**config.mk**
```make
export PLATFORM = sky130hd
export DESIGN_NAME = btb_pc_gen
export DESIGN_NICKNAME = d
export VERILOG_FILES = /design/src/rtl/btb_pc_gen_pkg.sv /design/src/rtl/btb_pc_gen_btb_array.sv /design/src/rtl/btb_pc_gen.sv
export SDC_FILE = /design/constraint.sdc
export NUM_CORES = 1
export LEC_CHECK = 0
export ABC_CLOCK_PERIOD_IN_PS = 4200
export CORE_UTILIZATION = 35
export CTS_CLUSTER_SIZE = 20
export DETAILED_ROUTE_END_ITERATION = 10
export PLACE_DENSITY = 0.62
export SYNTH_ARGS = -nofsm -noshare
export SYNTH_HDL_FRONTEND = slang
export SYNTH_HIERARCHICAL = 1
export SYNTH_SLANG_ARGS = --single-unit
```
**constraint.sdc**
```tcl
create_clock -name clk -period 4.2 [get_ports clk]
set_input_delay 1.26 -clock clk [delete_from_list [all_inputs] [get_ports clk]]
set_output_delay 1.26 -clock clk [all_outputs]
set_load 0.1 [all_outputs]
```
**src/rtl/btb_pc_gen_pkg.sv**
```systemverilog
// Shared definitions for the IF-stage next-PC generator: control-transfer
// opcodes and the layout of one branch-target-buffer entry.
package btb_pc_gen_pkg;

    localparam logic [6:0] OP_BTYPE = 7'b1100011;
    localparam logic [6:0] OP_JAL   = 7'b1101111;
    localparam logic [6:0] OP_JALR  = 7'b1100111;

    // Widest tag any index width can need (pc[31:2] with a zero-bit index).
    // Narrower configurations leave the upper tag bits tied to zero.
    localparam int TAG_MAX_W = 30;

    typedef struct packed {
        logic                 valid;
        logic [TAG_MAX_W-1:0] tag;
        logic [31:0]          target;
        logic                 is_jal;
    } btb_entry_t;

    // True for every opcode that resolves as a branch or jump in EXE.
    function automatic logic is_cti(input logic [6:0] opcode);
        return (opcode == OP_BTYPE) || (opcode == OP_JAL) || (opcode == OP_JALR);
    endfunction

endpackage

```
**src/rtl/btb_pc_gen_btb_array.sv**
```systemverilog
// Direct-mapped BTB storage: combinational read port, synchronous write port.
// Only the valid bits are reset; tag and target are don't-care while invalid.
module btb_pc_gen_btb_array
    import btb_pc_gen_pkg::*;
#(
    parameter int IDX_W = 4
) (
    input  logic             clk,
    input  logic             rst,
    input  logic [IDX_W-1:0] rd_idx,
    output btb_entry_t       rd_entry,
    input  logic             wr_en,
    input  logic [IDX_W-1:0] wr_idx,
    input  btb_entry_t       wr_entry
);

    localparam int DEPTH = 2 ** IDX_W;

    logic [DEPTH-1:0] valid_q;
    btb_entry_t       mem_q [DEPTH];

    // Valid bits: cleared by reset, set by each write.
    // NOTE: sequential state is assigned with <= so every flop samples pre-edge values.
    always_ff @(posedge clk or negedge rst) begin
        if (!rst) begin
            valid_q <= '0;
        end else if (wr_en) begin
            valid_q[wr_idx] <= 1'b1;
        end
    end

    // Entry payload: written on demand, never reset.
    // NOTE: the payload array has no reset; a cleared valid bit masks whatever it holds.
    always_ff @(posedge clk) begin
        if (wr_en) begin
            mem_q[wr_idx] <= wr_entry;
        end
    end

    // Read port: returns the stored entry, so a same-cycle write is not visible yet.
    // NOTE: the whole struct is assigned before a field is overridden, so no latch is inferred.
    always_comb begin
        rd_entry       = mem_q[rd_idx];
        rd_entry.valid = valid_q[rd_idx];
    end

endmodule

```
**src/rtl/btb_pc_gen.sv**
```systemverilog
// IF-stage next-PC generator: fetch PC register, BTB lookup/update,
// mispredict detection with flush, and saturating performance counters.
module btb_pc_gen
    import btb_pc_gen_pkg::*;
#(
    parameter logic [31:0] RESET_PC  = 32'h0000_0000,
    parameter int          BTB_IDX_W = 4,
    parameter int          CNT_W     = 32
) (
    input  logic             clk,
    input  logic             rst,
    input  logic             Istall,
    input  logic             Dstall,
    input  logic             taken_sel,
    input  logic [6:0]       opcode_EXE,
    input  logic [31:0]      pc_EXE,
    input  logic             jump_sel,
    input  logic [31:0]      target_EXE,
    input  logic             pred_taken_EXE,
    input  logic [31:0]      pred_tgt_EXE,
    output logic [31:0]      pc_IF,
    output logic             pred_taken_IF,
    output logic [31:0]      pred_tgt_IF,
    output logic             flush,
    output logic [CNT_W-1:0] branch_cnt,
    output logic [CNT_W-1:0] mispred_cnt
);

    localparam int TAG_LSB = BTB_IDX_W + 2;

    logic                 stall;
    logic                 is_br;
    logic                 mis;
    logic                 hit;
    logic                 btb_we;
    logic [TAG_MAX_W-1:0] tag_if;
    logic [31:0]          pc_next;
    btb_entry_t           rd_entry;
    btb_entry_t           wr_entry;

    btb_pc_gen_btb_array #(
        .IDX_W (BTB_IDX_W)
    ) u_btb (
        .clk      (clk),
        .rst      (rst),
        .rd_idx   (pc_IF[TAG_LSB-1:2]),
        .rd_entry (rd_entry),
        .wr_en    (btb_we),
        .wr_idx   (pc_EXE[TAG_LSB-1:2]),
        .wr_entry (wr_entry)
    );

    // Prediction, mispredict detection, BTB update request and next-PC selection.
    always_comb begin
        stall  = Istall | Dstall;
        is_br  = is_cti(opcode_EXE);
        tag_if = TAG_MAX_W'(pc_IF >> TAG_LSB);

        hit           = rd_entry.valid && (rd_entry.tag == tag_if);
        pred_taken_IF = hit && (rd_entry.is_jal || taken_sel);
        pred_tgt_IF   = hit ? rd_entry.target : pc_IF + 32'd4;

        mis   = is_br && ((jump_sel != pred_taken_EXE) ||
                          (jump_sel && (target_EXE != pred_tgt_EXE)));
        flush = mis && !stall;

        // JALR targets are register-dependent, so they are never cached.
        btb_we          = !stall && jump_sel &&
                          ((opcode_EXE == OP_BTYPE) || (opcode_EXE == OP_JAL));
        wr_entry.valid  = 1'b1;
        wr_entry.tag    = TAG_MAX_W'(pc_EXE >> TAG_LSB);
        wr_entry.target = target_EXE;
        wr_entry.is_jal = (opcode_EXE == OP_JAL);

        if (mis) begin
            pc_next = jump_sel ? target_EXE : pc_EXE + 32'd4;
        end else if (pred_taken_IF) begin
            pc_next = pred_tgt_IF;
        end else begin
            pc_next = pc_IF + 32'd4;
        end
    end

    // Fetch PC register: advances on every non-stalled cycle.
    always_ff @(posedge clk or negedge rst) begin
        if (!rst) begin
            pc_IF <= RESET_PC;
        end else if (!stall) begin
            pc_IF <= pc_next;
        end
    end

    // Saturating performance counters for resolved branches and mispredicts.
    always_ff @(posedge clk or negedge rst) begin
        if (!rst) begin
            branch_cnt  <= '0;
            mispred_cnt <= '0;
        end else if (!stall) begin
            if (is_br && (branch_cnt != '1)) begin
                branch_cnt <= branch_cnt + CNT_W'(1);
            end
            if (mis && (mispred_cnt != '1)) begin
                mispred_cnt <= mispred_cnt + CNT_W'(1);
            end
        end
    end

endmodule

```
-- Word level (Yosys, flattened, before mapping)
Memory sizes are Yosys's and may differ from the RTL's.
Index checks and enable logic that the tools add are counted.
- register bits: 112
- memory bits (writable): 944
- bits of input ports: 110
- output and inout port bits: 130
- logic and storage cells: 50
- memories kept: 1
- $add $sub $neg: 4
- $lt $le $gt $ge: 3
- equality and inequality tests: 8
- mux-type cells: 10
- bitwise logic cells: 3
- reductions and logical operators: 17
- memory list (memory ; depth ; width ; rd ports ; clocked after Yosys merged registers in ; wr ports ; RTL line ; source):
    u_btb.mem_q ; 16 ; 59 ; 1 ; 0 ; 1 ; btb_pc_gen_btb_array.sv:20 ; btb_entry_t mem_q [DEPTH];
- operator list (cell ; count):
    $mux 32 ; 4
    $add 32x1->32 const B ; 2
    $add 32x3->32 const B ; 2
    $ne 32x32->1 const B ; 2
    $ne 32x32->1 ; 1
    $eq 30x26->1 ; 1
    $eq 7x7->1 const B ; 3
    $or 16x16->16 ; 1
    $logic_and 1x1->1 ; 10
    $lt 4x5->1 const B ; 2
    $bmux 1 s4 ; 1
    $demux 1 s4 ; 1
    $ge 4x1->1 const B ; 1
    $logic_or 1x1->1 ; 4
    $mux 1 ; 4
    $reduce_and 2->1 ; 2
    $logic_not 1->1 ; 1
    $ne 1x1->1 ; 1
    $not 1->1 ; 1
    $or 1x1->1 ; 1

-- Logic depth before layout (Yosys ltp)
- depth after elaboration: 6
- depth in mapped cells: 14
- depth with buffers taken out: 10

-- Cells and area by module
Netlist, hierarchy kept.
- modules (own cells, without submodules) (module ; instances ; cells each ; area an instance (um2) ; seq. area each (um2)):
    btb_pc_gen_btb_array ; 1 ; 1599 ; 38324.3 ; 30669.4
    btb_pc_gen ; 1 ; 903 ; 7405.9 ; 2402.3

-- Least setup slack after synthesis
No wires, ideal clock.
- kind: input -> register
- start point: input port jump_sel
- end point: register u_btb.valid_q[0]
- setup time: 0.092 ns
- arrival: 7.668 ns
- data required time: 4.108 ns
- slack: -3.559 ns
- stages: 8
- buffers on the path: 3
- cell sequence: clkbuf_1 clkbuf_1 clkbuf_1 nand3_1 nor3_1 or3b_2 nor3_1 or2_2
- longest elaborated chain between the ends: 2
- ends and longest elaborated chain (item ; RTL line ; source):
    start: declaration ; btb_pc_gen.sv:17 ; input logic jump_sel,
    $logic_and 1x1->1 (2 in series) ; btb_pc_gen.sv:68 ; btb_we = !stall && jump_sel &&
    net btb_we ; btb_pc_gen.sv:35 ; logic btb_we;
    end signal: assignment ; btb_pc_gen_btb_array.sv:26 ; valid_q <= '0;
    end signal: indexed assignment ; btb_pc_gen_btb_array.sv:28 ; valid_q[wr_idx] <= 1'b1;
    end: declaration ; btb_pc_gen_btb_array.sv:19 ; logic [DEPTH-1:0] valid_q;
The timed path passes the listed nets, and every way through them passes these cells.
A chain may end at the register's enable or synchronous reset.

==> flow_summary.rst <==
.. list-table::
   :header-rows: 1

   * - Metric
     - Value
   * - Nature of the critical path startpoint
     - register
   * - Critical Path End Type
     - output port
   * - Pwr/cell area
     - 542.4 nW/µm²
   * - Post-route setup slack
     - -1398 ps
   * - Drc violations
     - 0
   * - Setup repair after global routing missed its margin
     - true
   * - Initial antenna violation count
     - 4
   * - Number of global-route vias before repair
     - 27320
   * - Min-Delay Path Class
     - register to register
   * - Headroom to the max-slew limit
     - 0.3260
   * - Cell-by-cell trace of the critical path
     - buf_12, buf_16, mux4_2, a22oi_1, nand2_1, xnor2_2, nand4_1, a2111oi_4, buf_4, nand4_1, buf_6, buf_12, buf_16, buf_16, a21oi_4, buf_12
   * - WL/cell
     - 28.16 µm
   * - Fraction of power spent switching nets
     - 0.3229
   * - Yosys warns
     - 6
   * - Weighted congestion reported at the end of routability-driven placement
     - 0.9475
   * - Startpoint-to-endpoint class of the critical path
     - register to output port
   * - Vias per Instance
     - 5.468
   * - Period minus WS final
     - 5598 ps
   * - Clk Latency, worst-skew pair
     - 720 ps
   * - Gate count of the mapped netlist
     - 2501
   * - Final wirelength
     - 141700 µm
   * - Required time of the critical path
     - 2940 ps
   * - Total of endpoints with negative setup slack in the final report
     - 33
   * - DRC marker count from the first detailed-route iteration
     - 2935
   * - Pin count of the biggest net entering global routing
     - 113
   * - Transition at the pin with the smallest max-transition slack
     - 1008 ps
   * - F_max
     - 178.6 MHz
   * - Startpoint of the worst setup timing path
     - pc_IF[2]
   * - Full die area
     - 132100 µm²
   * - Crit path buf inv count
     - 8
   * - Number of CTS-inserted buffers
     - 115
   * - ANT nets after route
     - 0
   * - Number of nets at the end of the flow
     - 3309
   * - Outcome
     - complete, but fails checks
   * - Smallest hold slack
     - 468.1 ps
   * - Most frequent standard cell in the layout excluding fill and tap cells
     - sky130_fd_sc_hd__edfxtp_1
   * - Final count of hold timing violations
     - 0
   * - Sequential share of power
     - 0.386
   * - Worst Reg-to-Reg Cells
     - 14
   * - Total global-route track usage
     - 0.2121
   * - Average size of a mapped cell
     - 18.28 µm²
   * - Root buffer selected by CTS
     - sky130_fd_sc_hd__clkbuf_16
   * - Largest driver fanout on the critical path
     - 8
   * - Number of filler cells placed in the layout
     - 11150
   * - P_int
     - 21.76 mW
   * - Violated checks
     - setup timing
   * - Summed negative setup slack over all endpoints
     - -43180 ps
   * - Net load switching power
     - 10.38 mW
   * - DPL Wire Length
     - 91180 µm
   * - Combinational share of power
     - 0.306
   * - Critical Path Max Stage Delay
     - 500 ps
   * - Place WS
     - -753.4 ps
   * - # rows
     - 132
   * - Clock-pin slew reported for the worst setup and hold paths after clock tree synthesis
     - 60 ps
   * - H-tree depth reported by CTS
     - 3
   * - Share of layout cells above drive strength 1
     - 0.3338
   * - Iteration count of the initial detailed-routing pass
     - 5
   * - Cell with the largest stage delay on the worst path
     - sky130_fd_sc_hd__mux4_2
   * - Most used cells in the layout excluding fill and tap cells
     - 1008 x sky130_fd_sc_hd__edfxtp_1, 334 x sky130_fd_sc_hd__buf_4, 256 x sky130_fd_sc_hd__mux4_2
   * - Arrival time at the worst endpoint
     - 4340 ps
   * - Period utilisation layout
     - 1.333
   * - First-pass GRT wire length
     - 198800 µm
   * - Post-route core utilization
     - 0.4576
   * - Starting density of the core
     - 0.3531
   * - Detailed-route via count
     - 27510
   * - Synthesis-to-finish area growth
     - 29.57%
   * - MaxCap Viol Count
     - 0
   * - PortBufs
     - 239
   * - Skew final
     - 58.36 ps
   * - Crit-path leading delay family
     - buffers and inverters
   * - Critical R2R Capture
     - pc_IF[3]
   * - Clock tree from TritonCTS
     - done
   * - End point of the critical path
     - pred_tgt_IF[20]
   * - Reg2reg setup slack
     - 50 ps
   * - Die height
     - 363.5 µm
   * - Num Clock Sinks
     - 1120
   * - Start of the worst register-to-register path
     - pc_IF[2]
   * - Clock tree buffer depth
     - 3
   * - Maximum resistive drop on vdd
     - 0.8692 mV
   * - I/O pins
     - 240
   * - Instance count on the critical path
     - 16
   * - Clk pwr share
     - 0.308
   * - Synthesized area
     - 45730 µm²
   * - Remaining Overflow, GRT
     - 0
   * - Horizontal extent of the die
     - 363.5 µm
   * - Count of pins over their slew limit
     - 0
   * - Placeable core region
     - 129500 µm²
   * - Cell leakage power
     - 20.27 nW
[worst register-to-register path: stages, from the launching register on]
cell and delay (ps):
sky130_fd_sc_hd__dfrtp_4 540, sky130_fd_sc_hd__buf_6 150, sky130_fd_sc_hd__buf_12 140, sky130_fd_sc_hd__buf_4 140, sky130_fd_sc_hd__mux4_2 420, sky130_fd_sc_hd__a22oi_2 210, sky130_fd_sc_hd__nand2_1 90, sky130_fd_sc_hd__xor2_1 170
sky130_fd_sc_hd__nor4_4 290, sky130_fd_sc_hd__buf_4 190, sky130_fd_sc_hd__or4b_4 510, sky130_fd_sc_hd__nor3_4 280, sky130_fd_sc_hd__buf_6 240, sky130_fd_sc_hd__mux2_4 320, sky130_fd_sc_hd__a221o_1 330
[registers in the layout (all words and copies together) (netlist names)]
register,cells
u_btb/valid_q,16
pc_IF,32
u_btb/mem_q,1008
branch_cnt,32
mispred_cnt,32
[metrics by stage]
step | power [mW] | area (µm²) | instances
finish | 32.14 | 59250 | 5031
global placement | 21.69 | 54400 | 4786
detailed placement | 21.69 | 54400 | 4786
global route | 33.01 | 59240 | 5028
floorplan | 17.61 | 46740 | 2564
CTS | 31.83 | 58650 | 5007
[worst min path at each step]
stage | start | to | slack, ps | cells past startpoint
2_1_floorplan | u_btb/valid_q[10] | u_btb/valid_q[10] | 430 | 1
3_3_place_gp | u_btb/valid_q[7] | u_btb/valid_q[7] | 450 | 1
3_5_place_dp | u_btb/valid_q[7] | u_btb/valid_q[7] | 450 | 1
4_1_cts | u_btb/valid_q[7] | u_btb/valid_q[7] | 470 | 1
5_1_grt | u_btb/valid_q[7] | u_btb/valid_q[7] | 480 | 1
6_report | u_btb/valid_q[7] | u_btb/valid_q[7] | 470 | 1
[per-layer routing]
metal / global-route usage / vias to the layer above / wire (µm)
met1: 0.2956 / 14380 / 58360
met4: 0.06478 / 2 / 4528
met5: 0 / - / 13
met2: 0.3250 / 1437 / 64330
li1: - / 11450 / -
met3: 0.05554 / 232 / 14440
[repair_timing]
item | CTS | global route
hold buffers | 0 | 0
gates cloned | 5 | 2
setup endpoints to repair | 35 | 35
pin swaps | 30 | 40
buffers inserted | 9 | 25
resized for setup | 144 | 108
[cell type report]
cell class	instances	area, µm²	share of cell area
clock inverters	71	664.4	0.01121
multi-input cells	1297	13450	0.2270
clock buffers	137	2970	0.05014
well taps	1742	2180	0.03679
inverters	14	52.55	0.0008870
diodes	3	7.507	0.0001267
repair buffers	647	6842	0.1155
flip-flops and latches	1120	33080	0.5584
[power by group through the flow]
stage,Sequential (mW),Clock [mW],Combinational [mW]
floorplan,13.1,0,4.48
global placement,12.6,0,9.07
detailed placement,12.6,0,9.07
CTS,12.4,10.1,9.38
global route,12.4,10.4,10.2
finish,12.4,9.90,9.83
Power figures use the tool's default switching activity.
==> RTL change (config.mk and constraints unchanged) <==
Register the input `target_EXE` before use, without a reset. The logic sees it one clock later. The other inputs are not delayed to match.
--- a/src/rtl/btb_pc_gen.sv
+++ b/src/rtl/btb_pc_gen.sv
@@ -27,6 +27,12 @@
 );
 
     localparam int TAG_LSB = BTB_IDX_W + 2;
+
+    logic [31:0] target_EXE_q;
+
+    always_ff @(posedge clk) begin
+        target_EXE_q <= target_EXE;
+    end
 
     logic                 stall;
     logic                 is_br;
@@ -61,7 +67,7 @@
         pred_tgt_IF   = hit ? rd_entry.target : pc_IF + 32'd4;
 
         mis   = is_br && ((jump_sel != pred_taken_EXE) ||
-                          (jump_sel && (target_EXE != pred_tgt_EXE)));
+                          (jump_sel && (target_EXE_q != pred_tgt_EXE)));
         flush = mis && !stall;
 
         // JALR targets are register-dependent, so they are never cached.
@@ -69,11 +75,11 @@
                           ((opcode_EXE == OP_BTYPE) || (opcode_EXE == OP_JAL));
         wr_entry.valid  = 1'b1;
         wr_entry.tag    = TAG_MAX_W'(pc_EXE >> TAG_LSB);
-        wr_entry.target = target_EXE;
+        wr_entry.target = target_EXE_q;
         wr_entry.is_jal = (opcode_EXE == OP_JAL);
 
         if (mis) begin
-            pc_next = jump_sel ? target_EXE : pc_EXE + 32'd4;
+            pc_next = jump_sel ? target_EXE_q : pc_EXE + 32'd4;
         end else if (pred_taken_IF) begin
             pc_next = pred_tgt_IF;
         end else begin
Formal check against the unedited RTL: not equivalent (a bounded check fails within 4 cycles, from zero or initial values and one cycle with rst low).
==> RTL change against the unedited design <==
  * The flow still finishes with violations (setup timing)
  * Non-clock buffer count fell by 49
  * Via count down 0.27%
  * Clock skew decreased by 0.035 ns
  * Wire length is 1.1% lower
  * Sequential cell count up 32
  * Area after synthesis rose by 1.7%
  * Design area increased by 0.70%
  * Highest routed layer is now met4
  * Total power fell by 4.9%
  * Maximum frequency is 3.9% lower
  * Utilization shrank 0.43 points
  * Die area is 1.7% higher
  * Critical path depth fell by 2
  * Setup slack lost 0.23 ns
  * Critical path type unchanged
==> RTL change: results (changes against the unedited design) <==
| Metric | Value |
|---|---|
| Status | finished, violations left (unchanged) |
| First drt pass iteration count | 5 (unchanged) |
| Largest reg by FF count | u_btb/mem_q (unchanged) |
| Final WL | 140000 um (was 142000 um) |
| Measured slew at the worst slew-check pin | 1.04 ns (was 1.01 ns) |
| Clock Pin Slew Worst Setup and Hold Paths | 0.06 ns (about the same) |
| Dpl cells | 4786 (unchanged) |
| PortBufs | 239 (unchanged) |
| # nets final | 3300 (was 3309) |
| Pleak | 20.4 nW (was 20.3 nW) |
| All-Layer GR Usage | 20.5% (was 21.2%) |
| Clock buffer depth | 3 (unchanged) |
| Worst hold path class | in -> async (was reg -> reg) |
| Failing checks | setup timing (unchanged) |
| Number of flip-flops in the largest register | 1008 (unchanged) |
| H-tree levels | 3 (unchanged) |
| CP Max Fanout | 16 (was 8) |
| Clk root buf | clkbuf_16 (unchanged) |
| CTS buffer count | 117 (was 115) |
| Setup TNS | -66.09 ns (was -43.18 ns) |
| Final setup margin | -1.63 ns (was -1.40 ns) |
| Layout cells sized above 1 | 32.8% (was 33.4%) |
| RD Place Congestion | 0.895 (was 0.948) |
| Post-Place Setup Slack | -1.12 ns (was -0.753 ns) |
| Via/cell ratio | 5.44 (was 5.47) |
| Vias in the first global route | 26.9k (was 27.3k) |
| Final Non-Filler Cells | 5044 (was 5031) |
| DPL Wire Length | 90800 um (was 91200 um) |
| Initial antenna violation count | 1 (was 4) |
| Initial DRC Count | 3089 (was 2935) |
| P_int | 0.0215 W (was 0.0218 W) |
| Largest net degree at the start of global routing | 93 (was 113) |
| Final setup viols | 45 (was 33) |
| Worst-Skew Late Latency | 0.71 ns |
| Synth Warn # | 6 (unchanged) |
| Final Skew | 0.0235 ns (was 0.0584 ns) |
| First-pass GRT wire length | 198000 um (was 199000 um) |
| Peak supply drop | 0.433 mV (was 0.869 mV) |
| Worst EP arrival | 4.57 ns (was 4.34 ns) |
| Post-Syn Instances | 2546 (was 2501) |
| Post-DP Area | 54800 sq um (was 54400 sq um) |
[RTL change: cell type report]
type                    instances  area [sq um]
diodes                          1          2.50
clock buffers                 149          3160
clock inverters                72           653
fillers                     11159         72000
inverters                      33           129
multi-input cells            1284         13300
flip-flops and latches       1152         33700
well taps                    1755          2200
repair buffers                598          6480
[RTL change: stage by stage]
| step | power (W) | util, % |
|---|---|---|
| after floorplan | 0.0170 | - |
| after global placement | 0.0200 | 41.6 |
| after detailed placement | 0.0200 | 41.6 |
| after CTS | 0.0305 | 44.9 |
| after global routing | 0.0314 | 45.3 |
| final | 0.0305 | 45.3 |
[RTL change: power groups by stage]
| stage | combinational, W | sequential [W] | clock [W] |
|---|---|---|---|
| 6_report | 0.00747 | 0.0127 | 0.0104 |
| 5_1_grt | 0.00779 | 0.0127 | 0.0109 |
| 4_1_cts | 0.00721 | 0.0127 | 0.0105 |
| 3_5_place_dp | 0.00706 | 0.0129 | 0 |
| 3_3_place_gp | 0.00706 | 0.0129 | 0 |
| 2_1_floorplan | 0.00367 | 0.0134 | 0 |
[RTL change: routing by layer]
metal / wire length, um / GRT usage, % / vias up
met5: 0 / 0 / -
met4: 2880 / 4.76 / 0
met3: 14000 / 5.34 / 187
met2: 63400 / 30.9 / 1335
met1: 59800 / 29.8 / 14415
li1: - / - / 11499
[RTL change: path summary, 6_finish.rpt]
kind	from	endpoint	slack [ns]	cells after the start
max	pc_IF[2]	pred_tgt_IF[8]	-1.63	14
max in group asynchronous	rst	pc_IF[3]	2.75	2
min	rst	branch_cnt[16]	0.47	1
min in group clk	u_btb/valid_q[2]	u_btb/valid_q[2]	0.47	1
max reg2reg	pc_IF[2]	pc_IF[18]	-1.49	31
min reg2reg	u_btb/valid_q[2]	u_btb/valid_q[2]	0.47	1
[RTL change: worst max-delay path, stage by stage (launching register included)]
cell and delay, ns:
dfrtp_4 0.55, buf_12 0.18, buf_12 0.12, buf_12 0.13, buf_4 0.13, mux4_2 0.41, a22oi_1 0.20, nand2_1 0.19
xor2_1 0.21, nor4_1 0.25, nand2_1 0.13, or3_4 0.53, clkbuf_16 0.28, a21oi_4 0.29, buf_12 0.22
[RTL change: what timing repair did]
action                     CTS  global route
pin swaps                   27            30
setup buffers               19            11
cloned                       1             6
gates resized for setup    166            73
setup endpoints to repair   34            46
hold buffers                 0             0
